`src/rtl/vga_timing_pkg.sv`:
```
// vga_timing_pkg
//   Shared VGA timing constants for the text-terminal pipeline (640x480@60
//   defaults), the derived line/frame totals, the raster position type and a
//   window-decode helper. Also used by the renderer and cursor blocks.
package vga_timing_pkg;

  localparam int CLK_DIV_DEF   = 4;
  localparam int H_VISIBLE_DEF = 640;
  localparam int H_FP_DEF      = 16;
  localparam int H_SYNC_DEF    = 96;
  localparam int H_BP_DEF      = 48;
  localparam int V_VISIBLE_DEF = 480;
  localparam int V_FP_DEF      = 10;
  localparam int V_SYNC_DEF    = 2;
  localparam int V_BP_DEF      = 33;
  localparam int SYNC_ACT_DEF  = 0;

  localparam int H_TOTAL = H_VISIBLE_DEF + H_FP_DEF + H_SYNC_DEF + H_BP_DEF;
  localparam int V_TOTAL = V_VISIBLE_DEF + V_FP_DEF + V_SYNC_DEF + V_BP_DEF;

  localparam int POS_W = 10;
  typedef logic [POS_W-1:0] pos_t;

  // True when pos lies in the inclusive window [lo, hi].
  function automatic logic in_window(input pos_t pos, input pos_t lo, input pos_t hi);
    return (pos >= lo) && (pos <= hi);
  endfunction

endpackage

```
`src/rtl/vga_timing_gen_div.sv`:
```
// pixel_tick_div
//   Clock-enable divider: counts 0..CLK_DIV-1 and raises a one-clk tick in
//   the clk where the count equals CLK_DIV-1.
// Ports
//   clk_i     system clock
//   rst_ni    synchronous active-low reset
//   tick_d_o  next-state tick (high when the coming edge starts a tick clk)
//   tick_o    registered pixel tick
module pixel_tick_div
  import vga_timing_pkg::*;
#(
  parameter int CLK_DIV = CLK_DIV_DEF
) (
  input  logic clk_i,
  input  logic rst_ni,
  output logic tick_d_o,
  output logic tick_o
);

  localparam int DW = $clog2(CLK_DIV);
  localparam logic [DW-1:0] DIV_LAST = DW'(CLK_DIV - 1);

  logic [DW-1:0] div_q;
  logic [DW-1:0] div_d;
  logic          tick_q;

  // Next divider value; wraps defensively if ever beyond the last count.
  always_comb begin
    div_d = div_q;
    if (div_q >= DIV_LAST) begin
      div_d = '0;
    end else begin
      div_d = div_q + DW'(1);
    end
  end

  // Tick is exposed one edge early so the raster can be registered in step with it.
  assign tick_d_o = (div_d == DIV_LAST);
  assign tick_o   = tick_q;

  // Divider and tick registers.
  always_ff @(posedge clk_i) begin
    if (!rst_ni) begin
      div_q  <= '0;
      tick_q <= 1'b0;
    end else begin
      div_q  <= div_d;
      tick_q <= tick_d_o;
    end
  end

endmodule

```
`src/rtl/vga_timing_gen.sv`:
```
// vga_timing_gen
//   Raster generator for the text terminal: h_pos/v_pos counters advanced by
//   a pixel clock-enable, plus sync, video_on and line/frame strobes. All
//   outputs are registered from next-state counter values so they stay
//   cycle-aligned with h_pos/v_pos.
// Ports
//   clk, reset (sync, active-low), pixel_tick, h_pos, v_pos, hsync, vsync,
//   video_on, line_start, frame_start, cursor_blink (blink build only).
// Build option
//   VGA_TIMING_BLINK_EN : adds a 6-bit frame counter and cursor_blink output.
module vga_timing_gen
  import vga_timing_pkg::*;
#(
  parameter int CLK_DIV   = CLK_DIV_DEF,
  parameter int H_VISIBLE = H_VISIBLE_DEF,
  parameter int H_FP      = H_FP_DEF,
  parameter int H_SYNC    = H_SYNC_DEF,
  parameter int H_BP      = H_BP_DEF,
  parameter int V_VISIBLE = V_VISIBLE_DEF,
  parameter int V_FP      = V_FP_DEF,
  parameter int V_SYNC    = V_SYNC_DEF,
  parameter int V_BP      = V_BP_DEF,
  parameter int SYNC_ACT  = SYNC_ACT_DEF
) (
  input  logic clk,
  input  logic reset,
  output logic pixel_tick,
  output pos_t h_pos,
  output pos_t v_pos,
  output logic hsync,
  output logic vsync,
  output logic video_on,
  output logic line_start,
`ifdef VGA_TIMING_BLINK_EN
  output logic cursor_blink,
`endif
  output logic frame_start
);

  localparam int H_TOTAL_C = H_VISIBLE + H_FP + H_SYNC + H_BP;
  localparam int V_TOTAL_C = V_VISIBLE + V_FP + V_SYNC + V_BP;

  if ((H_TOTAL_C > 1024) || (V_TOTAL_C > 1024)) begin : g_bad_total
    $error("vga_timing_gen: H_TOTAL/V_TOTAL exceed 1024");
  end
  if (CLK_DIV < 2) begin : g_bad_div
    $error("vga_timing_gen: CLK_DIV must be >= 2");
  end

  localparam pos_t H_LAST = pos_t'(H_TOTAL_C - 1);
  localparam pos_t V_LAST = pos_t'(V_TOTAL_C - 1);
  localparam pos_t H_VIS  = pos_t'(H_VISIBLE);
  localparam pos_t V_VIS  = pos_t'(V_VISIBLE);
  localparam pos_t HS_LO  = pos_t'(H_VISIBLE + H_FP);
  localparam pos_t HS_HI  = pos_t'(H_VISIBLE + H_FP + H_SYNC - 1);
  localparam pos_t VS_LO  = pos_t'(V_VISIBLE + V_FP);
  localparam pos_t VS_HI  = pos_t'(V_VISIBLE + V_FP + V_SYNC - 1);
  localparam logic SYNC_ON = (SYNC_ACT != 0) ? 1'b1 : 1'b0;

  logic tick_d;
  pos_t h_q, h_d, v_q, v_d;
  logic hsync_q, vsync_q, video_q, line_q, frame_q;
  logic line_d, frame_d;

  pixel_tick_div #(.CLK_DIV(CLK_DIV)) u_div (
    .clk_i   (clk),
    .rst_ni  (reset),
    .tick_d_o(tick_d),
    .tick_o  (pixel_tick)
  );

  // Next raster position; the >= compares keep the counters inside 0..TOTAL-1.
  always_comb begin
    h_d     = h_q;
    v_d     = v_q;
    line_d  = 1'b0;
    frame_d = 1'b0;
    if (tick_d) begin
      if (h_q >= H_LAST) begin
        h_d    = '0;
        line_d = 1'b1;
        if (v_q >= V_LAST) begin
          v_d     = '0;
          frame_d = 1'b1;
        end else begin
          v_d = v_q + pos_t'(1);
        end
      end else begin
        h_d = h_q + pos_t'(1);
      end
    end else begin
      h_d = h_q;
    end
  end

  // Raster counters and decoded outputs, all taken from next-state values.
  always_ff @(posedge clk) begin
    if (!reset) begin
      h_q     <= '0;
      v_q     <= '0;
      hsync_q <= ~SYNC_ON;
      vsync_q <= ~SYNC_ON;
      video_q <= 1'b0;
      line_q  <= 1'b0;
      frame_q <= 1'b0;
    end else begin
      h_q     <= h_d;
      v_q     <= v_d;
      hsync_q <= in_window(h_d, HS_LO, HS_HI) ? SYNC_ON : ~SYNC_ON;
      vsync_q <= in_window(v_d, VS_LO, VS_HI) ? SYNC_ON : ~SYNC_ON;
      video_q <= (h_d < H_VIS) && (v_d < V_VIS);
      line_q  <= line_d;
      frame_q <= frame_d;
    end
  end

  assign h_pos       = h_q;
  assign v_pos       = v_q;
  assign hsync       = hsync_q;
  assign vsync       = vsync_q;
  assign video_on    = video_q;
  assign line_start  = line_q;
  assign frame_start = frame_q;

`ifdef VGA_TIMING_BLINK_EN
  logic [5:0] frame_cnt_q;

  // Frame counter; bit 5 toggles every 32 frames and drives the cursor blink.
  always_ff @(posedge clk) begin
    if (!reset) begin
      frame_cnt_q <= 6'd0;
    end else if (frame_d) begin
      frame_cnt_q <= frame_cnt_q + 6'd1;
    end else begin
      frame_cnt_q <= frame_cnt_q;
    end
  end

  assign cursor_blink = frame_cnt_q[5];
`endif

endmodule

```
`config.mk`:
```
export PLATFORM = sky130hd
export DESIGN_NAME = vga_timing_gen
export DESIGN_NICKNAME = d
export VERILOG_FILES = /design/src/rtl/vga_timing_pkg.sv /design/src/rtl/vga_timing_gen_div.sv /design/src/rtl/vga_timing_gen.sv
export SDC_FILE = /design/constraint.sdc
export NUM_CORES = 1
export LEC_CHECK = 0
export ABC_AREA = 0
export BUFFER_PORTS_ARGS = -buffer_cell sky130_fd_sc_hd__buf_2
export CAP_MARGIN = 25
export CORE_ASPECT_RATIO = 1.75
export CORE_UTILIZATION = 58
export DETAILED_ROUTE_END_ITERATION = 8
export GPL_TIMING_DRIVEN = 0
export PLACE_DENSITY = 0.81
export SYNTH_ARGS = -nofsm -noshare
export SYNTH_HDL_FRONTEND = slang
export SYNTH_SLANG_ARGS = --single-unit
```
`constraint.sdc`:
```
create_clock -name clk -period 2.9 [get_ports clk]
set_clock_uncertainty 0.05 [all_clocks]
set_input_delay 0.29 -clock clk [delete_from_list [all_inputs] [get_ports clk]]
set_output_delay 0.29 -clock clk [all_outputs]
set_load 0.01 [all_outputs]
```
==> results of run 1 <==
## final cells by class
| class | instances | area, µm² | share of cell area |
|---|---|---|---|
| clock inverters | 1 | 30.0 | 0.0180 |
| clock buffers | 3 | 41.3 | 0.0247 |
| well taps | 25 | 31.3 | 0.0187 |
| multi-input cells | 126 | 806 | 0.482 |
| flip-flops and latches | 28 | 561 | 0.336 |
| inverters | 6 | 22.5 | 0.0135 |
| plain buffers | 9 | 43.8 | 0.0262 |
| repair buffers | 27 | 135 | 0.0809 |
## how the worst min path moves through the flow
stage | startpoint | to | slack (ns)
final | reset | u_div.tick_o$_SDFF_PN0_ | 0.23
after global routing | reset | u_div.tick_o$_SDFF_PN0_ | 0.23
after CTS | reset | u_div.tick_o$_SDFF_PN0_ | 0.22
after detailed placement | u_div.div_q[0]$_SDFF_PN0_ | u_div.div_q[0]$_SDFF_PN0_ | 0.42
after global placement | u_div.div_q[0]$_SDFF_PN0_ | u_div.div_q[0]$_SDFF_PN0_ | 0.39
after floorplan | reset | u_div.tick_o$_SDFF_PN0_ | 0.37
## where the power goes
part | leakage [µW] | internal, µW | switching (µW)
Clock | 0.0000357 | 185 | 120
Sequential | 0.000227 | 392 | 6.54
Combinational | 0.000403 | 12.8 | 20.1
Total | 0.000666 | 589 | 147
## placed cells by master, fill, tap and decap left out, types with 2 or more instances in the layout
cell        n
nand2b_1    3
nor3_1      5
nand2_1    11
mux2i_1     2
nor2_1     24
clkbuf_1    3
and3_1      2
inv_1       6
o2111ai_1   2
and4_1      3
a21oi_1     4
a21o_1      3
and2_1      2
xor2_1      8
xnor2_1     7
nand3_1    10
buf_2      32
o21ai_0     7
a31oi_1     2
dfxtp_1    28
or3_1       2
clkbuf_8    3
ha_1        5
nand4_1    10
## registers in the layout (all words and copies together), names as in the netlist
name and cells:
vsync 1, hsync 1, u_div.div_q 2, v_pos 10, line_start 1, u_div.tick_o 1
video_on 1, h_pos 10, frame_start 1
## stage by stage
step | util | hold slack (ns) | worst slack, ns | total power (µW)
5_1_grt | 0.726 | 0.232 | 0.313 | 758
4_1_cts | 0.726 | 0.221 | 0.493 | 740
6_report | 0.726 | 0.225 | 0.459 | 736
2_1_floorplan | - | 0.367 | 0.888 | 428
3_5_place_dp | 0.695 | 0.418 | 0.519 | 440
3_3_place_gp | 0.695 | 0.387 | 0.574 | 439
## layer usage
metal / share of wire / track usage / vias up
li1: - / - / 659
met1: 0.35 / 0.248 / 624
met2: 0.59 / 0.543 / 46
met3: 0.036 / 0.0263 / 10
met4: 0.023 / 0.142 / 0
met5: 0 / 0 / -
## cells by family after synthesis
kind of cell	Yosys count	share of synthesized area
buffers and inverters	15	0.0463
AOI/OAI and AO/OA	29	0.150
xor gates and xnor gates	15	0.0917
DFF	28	0.391
and+or+nand+nor	75	0.263
muxes	2	0.0140
adders and majority gates	5	0.0437
## worst max-delay path, stage by stage (launching register included)
cell,delay (ns)
dfxtp_1,0.34
inv_1,0.06
ha_1,0.22
buf_2,0.23
nand3_1,0.12
a21oi_1,0.33
buf_2,0.31
nand4_1,0.14
a221oi_2,0.36
nand4_1,0.14
==> key figures, run 1 <==
Routing
  • Vias after detailed routing: 1,339
  • Initial DRC count: 40
  • Antenna-violating nets left: 0
  • Via/cell ratio: 5.95
  • Final routed wirelength across all metal layers: 3260 µm
  • WL per Instance: 14.5 µm
  • Number of design rule violations left after detail routing: 0
  • Initial DRT Pass Iterations: 4

Clock network
  • Number of gates resized after CTS: 0
  • Clock buffer depth: 2
  • Number of hold buffers added after CTS: 0
  • TritonCTS buffer count: 3
  • Setup Buffers After CTS: 0
  • Clock network latency to the later pin of the worst-skew pair: 0.28 ns
  • Htree depth: 1
  • Clock tree root buffer cell: clkbuf_8
  • Clock-pin slew on the worst setup and hold paths: 0.09 ns
  • Clock Sinks: 28
  • CTS tree: built

Worst setup path
  • Worst path arrival time: 2.53 ns
  • Critical register-to-register path endpoint: vsync$_SDFF_PN1_
  • Endpoint of the most critical setup path: vsync$_SDFF_PN1_
  • Maximum fanout encountered on the critical timing path: 10
  • Category of the critical setup timing path: flop to flop
  • Path depth of the worst reg2reg path: 9
  • Reg-to-reg setup timing slack: 0.46 ns
  • Reg-to-reg critical path startpoint: u_div.div_q[0]$_SDFF_PN0_
  • Endpoint required time on the critical path: 2.99 ns
  • First element of the critical path: u_div.div_q[0]$_SDFF_PN0_
  • Startpoint type of the worst setup path: flop
  • Endpoint class of the critical path: flop

Logic synthesis
  • Synth area leaders: dfxtp_1 (39%), nor2_1 (6.3%), xor2_1 (4.9%), ha_1 (4.4%), nand4_1 (4.4%)
  • Number of instances in the synthesized netlist: 169
  • Share of synthesized flip-flops with an asynchronous set or reset: 0
  • Average cell area after synthesis: 8.48 µm²
  • Count of cell types in the netlist: 38
  • Top post-synthesis cells by count: dfxtp_1 (28), nor2_1 (24), nand2_1 (11), nand3_1 (10), nand4_1 (10)
  • Area of the mapped netlist: 1430 µm²
  • Post-synth top area cell: dfxtp_1
  • Warnings, synthesis: 0
  • Most common flop cell mapped by yosys: dfxtp_1
  • Sequential share of the synthesized area: 0.391
  • Leading cell type by number of instances after synthesis: dfxtp_1
  • Post-synth EDFFs: 0
  • Number of storage elements in the synthesis netlist: 28
  • Top-area cell type share of the netlist area: 0.391
  • Syn nets: 176

Global routing
  • Maximum number of pins on one net before global-route repair: 17
  • Remaining global-route overflow: 0
  • Global-route wire length before repair: 5140 µm
  • Vias in the first global route: 1,235
  • Initial antenna violation count: 0
  • Total routing resource utilization after global routing: 0.275

Final layout
  • Antenna diode count: 0
  • Synth-to-Final Area Change: 16.6%
  • Fin cells: 225
  • Layout cells sized above 1: 0.210
  • Finished layout cell area: 1670 µm²
  • Number of fillers in the final layout: 194
  • Number of nets in the finished design: 208

Place
  • Count of port buffers added during placement: 27
  • Dpl cell area: 1600 µm²
  • Global placer's final weighted congestion: 0.809
  • Number of placed instances, taps included: 221
  • Half-perimeter wire length after detailed placement: 2480 µm

Timing
  • Total of endpoints with negative setup slack in the final report: 0
  • Endpoints failing hold: 0
  • Fmax: 410 MHz
  • Final TNS setup: 0 ns
  • Final Critical Period: 2.44 ns
  • Least-Margin Pin Slew: 0.706 ns
  • Fin. max-slew vios: 0
  • Post-route fraction of the period consumed by the critical path: 0.842
  • Setup repair after global routing missed its margin: no
  • Worst-case headroom to the max-slew limit: 0.526

Die
  • Num rows: 23
  • Starting utilization of the core area: 0.622
  • Number of placed I/O pins: 28
  • Area of the core: 2300 µm²
  • Width of the die: 39.6 µm
  • Die span in y: 67.7 µm
  • Overall die area: 2680 µm²

Min path
  • Type of the worst min-delay path: primary input to flop
  • Hold-critical path depth: 2

Power
  • Areal power density over the cells: 441 nW/µm²
  • Largest vdd supply drop: 0.000392 V
  • Leakage: 0.000666 µW

Status
  • Result of the run: complete, no violations

Job
  • MaxCap Viol Count: 0
(Power assumes the default switching activity.)
==> inputs of run 2 (changes only) <==
--- a/config.mk
+++ b/config.mk
@@ -9,10 +9,10 @@
 export BUFFER_PORTS_ARGS = -buffer_cell sky130_fd_sc_hd__buf_2
 export CAP_MARGIN = 25
 export CORE_ASPECT_RATIO = 1.75
-export CORE_UTILIZATION = 58
+export CORE_UTILIZATION = 54
 export DETAILED_ROUTE_END_ITERATION = 8
 export GPL_TIMING_DRIVEN = 0
-export PLACE_DENSITY = 0.81
+export PLACE_DENSITY = 0.76
 export SYNTH_ARGS = -nofsm -noshare
 export SYNTH_HDL_FRONTEND = slang
 export SYNTH_SLANG_ARGS = --single-unit
==> constraint.sdc (replaced) <==
create_clock -name clk -period 2.4 [get_ports clk]
set_clock_uncertainty 0.05 [all_clocks]
set_input_delay 0.24 -clock clk [delete_from_list [all_inputs] [get_ports clk]]
set_output_delay 0.24 -clock clk [all_outputs]
set_load 0.01 [all_outputs]
==> run 2 against run 1 <==
Effect of this change: cell area decreased by 0.52%; non-clock buffer count unchanged; hold slack worse by 0.068 ns; sequential share of layout area grew 0.18 points.
==> key figures, run 2 (same netlist as run 1, synthesis figures left out) <==
Status
  • Result of the run: complete, no violations

Worst setup path
  • Critical path's slowest cell: or3_2
  • Endpoint class of the critical path: flop
  • Most repeated library cell on the critical path: nand4_1
  • Maximum fanout encountered on the critical timing path: 6
  • Critical Path, Cell by Cell: ha_1 -> nand4_1 -> a21o_1 -> or3_2 -> a221oi_2 -> nand4_1
  • Critical path's largest stage delay: 0.49 ns
  • Count of buffer and inverter cells on the critical path: 0
  • Category of the critical setup timing path: flop to flop
  • Startpoint type of the worst setup path: flop
  • Reg-to-reg critical path startpoint: h_pos[0]$_SDFF_PN0_
  • Endpoint required time on the critical path: 2.50 ns
  • Worst path arrival time: 2.35 ns
  • Family with the most delay on the worst path: simple AND/OR/NAND/NOR gates
  • First element of the critical path: h_pos[0]$_SDFF_PN0_

Die
  • Starting utilization of the core area: 0.575
  • Width of the die: 40.9 µm
  • Die span in y: 70.1 µm
  • Number of placed I/O pins: 28
  • Area of the core: 2490 µm²
  • Overall die area: 2870 µm²
  • Num rows: 24

Final layout
  • Total area of sequential cells: 561 µm²
  • Most common cell after layout, fill and taps aside: buf_2
  • Layout cells sized above 1: 0.215
  • Antenna diode count: 0
  • Synth-to-Final Area Change: 16.0%
  • Commonest cells after routing, fill and taps aside: buf_2 (31), dfxtp_1 (28), nor2_1 (24)
  • Number of nets in the finished design: 208
  • Area of combinational cells with multiple inputs: 810 µm²
  • Number of fillers in the final layout: 231

Clock network
  • Number of hold buffers added after CTS: 0
  • Clock network latency to the later pin of the worst-skew pair: 0.28 ns
  • Clock buffer depth: 2
  • CTS tree: built
  • TritonCTS buffer count: 3
  • Clock Sinks: 28
  • Clock-pin slew on the worst setup and hold paths: 0.09 ns
  • Clock tree root buffer cell: clkbuf_8
  • Htree depth: 1

Timing
  • Least-Margin Pin Slew: 0.690 ns
  • Fin. max-slew vios: 0
  • Final TNS setup: 0 ns
  • Post-route fraction of the period consumed by the critical path: 0.938
  • Final Critical Period: 2.25 ns
  • WHS: 0.158 ns
  • Worst-case headroom to the max-slew limit: 0.537
  • Total of endpoints with negative setup slack in the final report: 0
  • Endpoints failing hold: 0
  • Fmax: 444 MHz
  • Setup repair after global routing missed its margin: no

Job
  • MaxCap Viol Count: 0

Routing
  • Final routed wirelength across all metal layers: 3080 µm
  • Number of design rule violations left after detail routing: 0
  • Antenna-violating nets left: 0
  • Via/cell ratio: 5.77
  • Initial DRT Pass Iterations: 4
  • WL per Instance: 13.6 µm
  • Initial DRC count: 34
  • Vias after detailed routing: 1,303

Global routing
  • Initial antenna violation count: 0
  • Total routing resource utilization after global routing: 0.237
  • Vias in the first global route: 1,123
  • Maximum number of pins on one net before global-route repair: 16
  • Global-route wire length before repair: 4860 µm
  • Remaining global-route overflow: 0

Place
  • Half-perimeter wire length after detailed placement: 2280 µm
  • Count of port buffers added during placement: 27
  • Global placer's final weighted congestion: 0.812

Power
  • Largest vdd supply drop: 0.000327 V
  • Leakage: 0.000658 µW
  • Areal power density over the cells: 490 nW/µm²

Min path
  • Start point of the worst hold path: reset
  • Type of the worst min-delay path: primary input to flop
[run 2: cell types whose count changed in the layout (fill, tap and decap cells not counted), sizes merged]
cell    change
clkbuf      +2
buf         -1
bufinv      -1
[run 2: metrics by stage]
stage | area, µm² | utilization | cells | power (µW) | setup WS, ns
after floorplan | 1430 | - | 169 | 517 | 0.388
after CTS | 1660 | 0.664 | 226 | 814 | 0.0512
final | 1660 | 0.667 | 226 | 814 | 0.148
after global routing | 1660 | 0.667 | 226 | 841 | 0.0138
after detailed placement | 1600 | 0.642 | 222 | 532 | 0.0737
after global placement | 1600 | 0.642 | 222 | 530 | 0.0785
[run 2: final timing paths]
path	cells past startpoint	to	slack, ns
min reg2reg	1	u_div.div_q[0]$_SDFF_PN0_	0.41
min	2	u_div.tick_o$_SDFF_PN0_	0.16
max reg2reg	6	vsync$_SDFF_PN1_	0.15
max	6	vsync$_SDFF_PN1_	0.15
[run 2: metal layers]
layer  routed length, µm  global-route usage
met5                   0                   0
met1                1260               0.259
met2                1670               0.413
met4                  54              0.0926
met3                  90              0.0349
[run 2: cell type report]
type | instances | share of cell area
buffer | 9 | 0.0279
clock buffer | 4 | 0.0331
inverter | 6 | 0.0136
multi-input combinational | 126 | 0.487
sequential | 28 | 0.337
tap | 26 | 0.0196
timing repair buffer | 27 | 0.0813
[run 2: what timing repair did]
| item | 4_1_cts | 5_1_grt |
|---|---|---|
| gates resized for setup | 0 | 2 |
| setup endpoints to repair | 0 | 2 |
| buffers inserted | 0 | 0 |
[run 2: power by group]
part | leakage, µW | switching [µW] | internal [µW]
registers | 0.000227 | 7.68 | 473
clock network | 0.0000288 | 146 | 147
logic | 0.000403 | 23.8 | 15.6
total | 0.000658 | 178 | 636
[run 2: worst reg2reg max path, stage by stage, from the launching register on]
cell	delay, ns
dfxtp_1	0.44
ha_1	0.24
nand4_1	0.20
a21o_1	0.25
or3_2	0.49
a221oi_2	0.33
nand4_1	0.13
